$ cat src/rtl/seq_array_mult_if.sv
// Operand/result handshake bundle for seq_array_mult.
// The master side supplies operands and consumes products; the slave side is the multiplier.
interface seq_array_mult_if #(
    parameter int WIDTH = 8
);
    logic                 in_valid;
    logic                 in_ready;
    logic [WIDTH-1:0]     a;
    logic [WIDTH-1:0]     b;
    logic                 signed_mode;
    logic                 out_valid;
    logic                 out_ready;
    logic [2*WIDTH-1:0]   product;

    modport master (
        output in_valid, a, b, signed_mode, out_ready,
        input  in_ready, out_valid, product
    );

    modport slave (
        input  in_valid, a, b, signed_mode, out_ready,
        output in_ready, out_valid, product
    );
endinterface

$ cat src/rtl/seq_array_mult.sv
// Iterative shift-and-add WIDTH x WIDTH multiplier, one multiplier bit per clock,
// with optional two's-complement mode and valid/ready handshakes on both sides.
module seq_array_mult #(
    parameter int WIDTH = 8
) (
    input logic            clk,
    input logic            rst,
    seq_array_mult_if.slave bus
);
    localparam int PW = 2 * WIDTH;
    localparam int CW = $clog2(WIDTH + 1);

    typedef enum logic [1:0] {
        IDLE = 2'd0,
        CALC = 2'd1,
        DONE = 2'd2
    } state_t;

    state_t            state;
    state_t            next_state;

    logic [CW-1:0]     cnt;
    logic [PW-1:0]     acc;
    logic [PW-1:0]     acc_sum;
    logic [PW-1:0]     mcand;
    logic [WIDTH-1:0]  mplier;
    logic              neg_res;
    logic [PW-1:0]     prod_r;
    logic              last_bit;
    logic              accept;

    // Magnitude of an operand; -2^(WIDTH-1) maps to 2^(WIDTH-1), which still fits unsigned.
    function automatic logic [WIDTH-1:0] magnitude(input logic [WIDTH-1:0] x,
                                                   input logic             is_signed);
        logic signed [WIDTH-1:0] sx;
        sx = $signed(x);
        if (is_signed && (sx < 0))
            return WIDTH'(-sx);
        return x;
    endfunction

    function automatic logic [PW-1:0] apply_sign(input logic [PW-1:0] mag,
                                                 input logic          neg);
        logic signed [PW-1:0] smag;
        smag = $signed(mag);
        if (neg)
            return PW'(-smag);
        return mag;
    endfunction

    assign accept   = (state == IDLE) && bus.in_valid;
    assign last_bit = (cnt == CW'(WIDTH - 1));
    assign acc_sum  = acc + (mplier[0] ? mcand : '0);

    always_comb begin
        next_state = state;
        case (state)
            IDLE:    if (bus.in_valid)  next_state = CALC;
            CALC:    if (last_bit)      next_state = DONE;
            DONE:    if (bus.out_ready) next_state = IDLE;
            default:                    next_state = IDLE;
        endcase
    end

    // Control, accumulator and result register: cleared by reset.
    always_ff @(posedge clk) begin
        if (rst) begin
            state  <= IDLE;
            cnt    <= '0;
            acc    <= '0;
            prod_r <= '0;
        end else begin
            state <= next_state;
            if (accept) begin
                cnt <= '0;
                acc <= '0;
            end else if (state == CALC) begin
                cnt <= cnt + CW'(1);
                acc <= acc_sum;
                if (last_bit)
                    prod_r <= apply_sign(acc_sum, neg_res);
            end
        end
    end

    // Operand datapath: only meaningful while CALC, so it needs no reset.
    always_ff @(posedge clk) begin
        if (accept) begin
            mcand   <= {{WIDTH{1'b0}}, magnitude(bus.a, bus.signed_mode)};
            mplier  <= magnitude(bus.b, bus.signed_mode);
            neg_res <= bus.signed_mode & (bus.a[WIDTH-1] ^ bus.b[WIDTH-1]);
        end else if (state == CALC) begin
            mcand  <= mcand << 1;
            mplier <= mplier >> 1;
        end
    end

    assign bus.in_ready  = (state == IDLE);
    assign bus.out_valid = (state == DONE);
    assign bus.product   = prod_r;
endmodule

$ cat src/flat_wrapper.sv
// flat-port wrapper written by rule: the top's interface ports become plain ports
module seq_array_mult_flat 
#(
    parameter int WIDTH = 8
)
  (clk, rst, bus_in_valid, bus_a, bus_b, bus_signed_mode, bus_out_ready, bus_in_ready, bus_out_valid, bus_product);
  seq_array_mult_if #(.WIDTH(WIDTH)) bus_i ();
  input logic clk;
  input logic rst;
  input wire logic [$bits(bus_i.in_valid)-1:0] bus_in_valid;
  input wire logic [$bits(bus_i.a)-1:0] bus_a;
  input wire logic [$bits(bus_i.b)-1:0] bus_b;
  input wire logic [$bits(bus_i.signed_mode)-1:0] bus_signed_mode;
  input wire logic [$bits(bus_i.out_ready)-1:0] bus_out_ready;
  output wire logic [$bits(bus_i.in_ready)-1:0] bus_in_ready;
  output wire logic [$bits(bus_i.out_valid)-1:0] bus_out_valid;
  output wire logic [$bits(bus_i.product)-1:0] bus_product;
  assign bus_i.in_valid = bus_in_valid;
  assign bus_i.a = bus_a;
  assign bus_i.b = bus_b;
  assign bus_i.signed_mode = bus_signed_mode;
  assign bus_i.out_ready = bus_out_ready;
  assign bus_in_ready = bus_i.in_ready;
  assign bus_out_valid = bus_i.out_valid;
  assign bus_product = bus_i.product;
  seq_array_mult #(.WIDTH(WIDTH)) u_core (.clk(clk), .rst(rst), .bus(bus_i));
endmodule
$ cat config.mk
export PLATFORM = sky130hd
export DESIGN_NAME = seq_array_mult_flat
export DESIGN_NICKNAME = d
export VERILOG_FILES = /design/src/rtl/seq_array_mult_if.sv /design/src/rtl/seq_array_mult.sv /design/src/flat_wrapper.sv
export SDC_FILE = /design/constraint.sdc
export NUM_CORES = 1
export LEC_CHECK = 0
export CAP_MARGIN = 10
export CORE_MARGIN = 2
export CORE_UTILIZATION = 54
export CTS_CLUSTER_SIZE = 40
export DETAILED_ROUTE_END_ITERATION = 16
export PLACE_DENSITY = 0.76
export SLEW_MARGIN = 10
export SYNTH_ARGS = -nofsm -noshare
export SYNTH_HDL_FRONTEND = slang
export SYNTH_SLANG_ARGS = --single-unit
$ cat constraint.sdc
create_clock -name clk -period 8 [get_ports clk]
set_clock_uncertainty 0.1 [all_clocks]
set_input_delay 1.6 -clock clk [delete_from_list [all_inputs] [get_ports clk]]
set_output_delay 1.6 -clock clk [all_outputs]
set_load 0.02 [all_outputs]
Yosys cells after proc, flatten, opt, wreduce, memory -nomap -nowiden
Cells that the tools add are included.
- reductions and logical operators: 8
- magnitude comparators: 2
- eq/ne operators: 6
- multiplexer cells: 24
- add/subtract/negate cells: 5
- bitwise gates (word level): 3
- operators with widths (kind ; count):
    8-bit 2-to-1 mux ; 8
    16-bit 2-to-1 mux ; 3
    16-bit adder ; 1
    8-bit by 1-bit < comparator with 1-bit output (second input constant) ; 2
    16-bit negator ; 1
    8-bit negator ; 2
    1-bit 2-to-1 mux ; 9
    2-bit 2-to-1 mux ; 3
    2-bit case mux with 3 select lines ; 1
    3-bit AND reduction ; 2
    4-bit by 1-bit adder with 4-bit output (second input constant) ; 1
    4-bit by 3-bit equality test with 1-bit output (second input constant) ; 1
    2-bit != test (second input constant) ; 2
    1-bit logical AND ; 3
    2-bit by 1-bit equality test with 1-bit output (second input constant) ; 1
    2-bit equality test (second input constant) ; 1
    2-bit logical NOT ; 1
    2-bit by 1-bit != test with 1-bit output (second input constant) ; 1
    2-bit nonzero test ; 1
    2-bit OR reduction ; 1
    1-bit bitwise AND ; 1
    1-bit inverter ; 1
    1-bit bitwise XOR ; 1
- output and inout bits: 18
- word-level logic and storage cells: 56
- register bits: 63
- input port bits: 21

Longest topological paths before layout
- word-level depth: 6
- gate-level depth with buffers: 12
- mapped depth without buffers: 11

Worst setup path after synthesis
No wires, ideal clock.
- kind: register -> register
- start point: register u_core.mplier[0]
- end point: register u_core.prod_r[14] (netlist: u_core.bus.product[14])
- path buffers: 1
- arrival time: 3213 ps
- required time: 7805 ps
- setup slack: 4591 ps
- cell stages (with the launch flop): 12
- clock period less this slack: 3409 ps
- path through: edfxtp_1 > clkbuf_1 > and2_1 > ha_1 > a21o_1 > a21o_1 > or3_4 > a2111oi_4 > nand4bb_1 > nor4_1 > mux2_2 > a221oi_1
- longest elaborated chain between the ends: 5
- RTL lines (item ; RTL line ; text):
    from (decl) ; seq_array_mult.sv:26 ; logic [WIDTH-1:0] mplier;
    from (signal assigned) ; seq_array_mult.sv:90 ; mplier <= magnitude(bus.b, bus.signed_mode);
    from (signal assigned) ; seq_array_mult.sv:94 ; mplier <= mplier >> 1;
    16-bit 2-to-1 mux (*) ; seq_array_mult.sv:53 ; assign acc_sum = acc + (mplier[0] ? mcand : '0);
    16-bit adder (*) ; seq_array_mult.sv:53 ;
    16-bit negator ; seq_array_mult.sv:47 ; return PW'(-smag);
    16-bit 2-to-1 mux ; seq_array_mult.sv:46 ; if (neg)
    16-bit 2-to-1 mux (*) ; seq_array_mult.sv:48 ; return mag;
    to (signal assigned) ; seq_array_mult.sv:81 ; prod_r <= apply_sign(acc_sum, neg_res);
    to (decl) ; seq_array_mult.sv:28 ; logic [PW-1:0] prod_r;
Every way passes the cells marked *; elsewhere a longest branch is shown, timed or not. The select of a mux whose other input is x is not followed.
A chain may end at the register's enable or synchronous reset.

Final worst setup path
Ends and elaborated chain as after synthesis.

==> metrics <==
Nets 548; Synth Cell Area 3930 um2; hold slack 0.356 ns; CTS Buf Count 9; Sw Share 0.282; Metal-1 WL 3860 um; Antenna Nets Post-Route 0; CTS H-tree lvls 3; Sink Count 63; setup TNS 0 ns; critical path launch point u_core.mplier[0]; Worst Path Required 8.14 ns; Placeable Area 7140 um2; post-synth top area share 0.234; first-pass GRT wire length 13300 um; initial antenna violation count 0; GRT Util Overall 0.216; count of state elements after synthesis 63; complex-gate fraction of the synthesized area 0.201; layout cells sized above 1 0.0645; register area share after synthesis 0.364; drt pass-1 iters 4; vias 3389; hold_buf cts 0; die height 89.3 um; clock power share 0.337; Post-DP Area 4380 um2; # diodes 0; met3 WL 329 um; Clock Pin Slew Worst Setup and Hold Paths 0.06 ns; fin util 0.641; Post-synth ARST share 0; routed wl met2 3850 um; drt total wl 8200 um; Top Layer Used met4; RSZ-0062 raised after global routing false; synth unique cells 60; root buffer cell clkbuf_8; syn nets 517; Max Cap Viol 0; area share of fa/ha/maj cells after synthesis 0.0656; Pint 0.543 mW; largest net degree at the start of global routing 32; Cell Rows 31; main combinational cell family by area after synthesis simple AND/OR/NAND/NOR gates; net switching power figure 0.213 mW; worst path arrival time 3.92 ns; worst reg-to-reg path cell count 11; outcome finished, final reports clean; achievable frequency 264 MHz; sequential power share 0.472; io pins 39; synth top area cells dfxtp_1, edfxtp_1, nand2_1; most numerous cell in the Yosys netlist nand2_1; postcts setup bufs 0; DRC Markers 0; Cells after DPL 595; Crit. End Element flip-flop; RR Startpoint u_core.mplier[0]; area grow syn2layout 16.4%; fin crit period 3.78 ns; commonest cells in the netlist nand2_1, dfxtp_1, a21oi_1, nor2_1, o21ai_0; post-DR vias/cell 5.55; worst-skew pair later-pin latency 0.34 ns; Syn Area/Cell 8.26 um2; Worst setup SP type flip-flop; Mapped Cells 476; crit-path max FO 16; non-filler instance count after layout 611; vias in the first global route 3065; leakage power 1.72 nW; WL/cell 13.4 um; critical path class reg2reg; CTS max path bufs 2; Pins Over Slew Limit 0; Post-synth EDFFs 17; worst min-delay path class reg2reg; final hold viol count 0; GRT overflow 0; Tcrit/Tclk final 0.473; Combinational Power Share 0.192; die area 7980 um2; Synth Area in XOR/XNOR 0.0802; yosys warns 0; Hold Startpoint u_core.bus.product[2]; Hold Path Depth 2; Most used DFF post-synth dfxtp_1; multiplexer share of the synthesized area 0.0131; Final Cell Area 4570 um2; Post-CTS Resized 0; die width 89.3 um; Slew headroom 0.426; final-report setup violation count 0; post-synthesis simple-gate area fraction 0.244; PwrDens 165 nW/um2; I/O Buffers 38; detailed placement HPWL 6090 um; worst slew pin tran 0.862 ns; CTS tree done; Starting Density 0.551; gpl congestion 0.887; VDD IR max 0.0870 mV; area leader, netlist dfxtp_1; Iteration-0 DRC Markers 249
[critical path, cell delays in order (launching register included)]
cell,delay [ns]
edfxtp_1,0.55
and2_1,0.21
ha_1,0.21
fa_1,0.44
a21o_1,0.19
a221oi_2,0.35
xnor2_1,0.23
a2111oi_4,0.27
nand4bb_1,0.20
nor4_1,0.33
mux2_2,0.37
a221oi_1,0.23
[final timing paths]
path / end / slack, ns
worst min-delay path: u_core.bus.product[2] / 0.36
worst max register to register: u_core.bus.product[14] / 4.22
worst min register to register: u_core.bus.product[2] / 0.36
worst max-delay path: u_core.bus.product[14] / 4.22
[state kept, by name, summed over array words and instances, names as in the netlist]
name and cells:
u_core.acc 16, u_core.bus.product 16, u_core.cnt 4, u_core.mcand 16, u_core.mplier 8, u_core.neg_res 1, u_core.state 2
[stage by stage]
| stage | power (mW) | setup slack, ns |
|---|---|---|
| after floorplan | 0.469 | 4.59 |
| after global placement | 0.504 | 4.31 |
| after detailed placement | 0.508 | 4.26 |
| after CTS | 0.765 | 4.26 |
| after global routing | 0.797 | 3.95 |
| final | 0.757 | 4.22 |
[cells by family after synthesis]
group           Yosys count
simple gates            200
compound gates          119
flops                    63
xor+xnor                 36
buf+inv                  33
fa+ha+maj                20
mux                       5
[layout make-up]
cell class                 instances  area, um2
inverter                          12       45.0
tap                               99        124
multi-input combinational        380       2380
timing repair buffer              41        403
fill                             659       2560
clock inverter                     3       16.3
sequential                        63       1430
clock buffer                      13        169
[cell usage in the layout, fill, tap and decap left out, types with 14 or more instances in the layout]
master | netlist | final
clkdlybuf4s50_1 | 0 | 38
a21oi_1 | 44 | 44
and2_1 | 17 | 17
nor2_1 | 44 | 44
xnor2_1 | 19 | 19
nand2_1 | 83 | 83
dfxtp_1 | 46 | 46
edfxtp_1 | 17 | 17
ha_1 | 19 | 19
xor2_1 | 17 | 17
a211oi_1 | 14 | 14
o21ai_0 | 21 | 21
[metal layers]
layer / global-route usage / vias to the layer above
met5: 0 / -
met4: 0.107 / 0
met3: 0.0323 / 13
met2: 0.372 / 85
met1: 0.264 / 1541
li1: - / 1750
[power groups by stage]
stage / clock network (mW) / registers (mW) / logic, mW
global route: 0.277 / 0.359 / 0.161
detailed placement: 0 / 0.364 / 0.145
CTS: 0.263 / 0.357 / 0.145
finish: 0.255 / 0.357 / 0.145
global placement: 0 / 0.363 / 0.141
floorplan: 0 / 0.359 / 0.111
No activity file was read; power rests on OpenSTA's default activity.
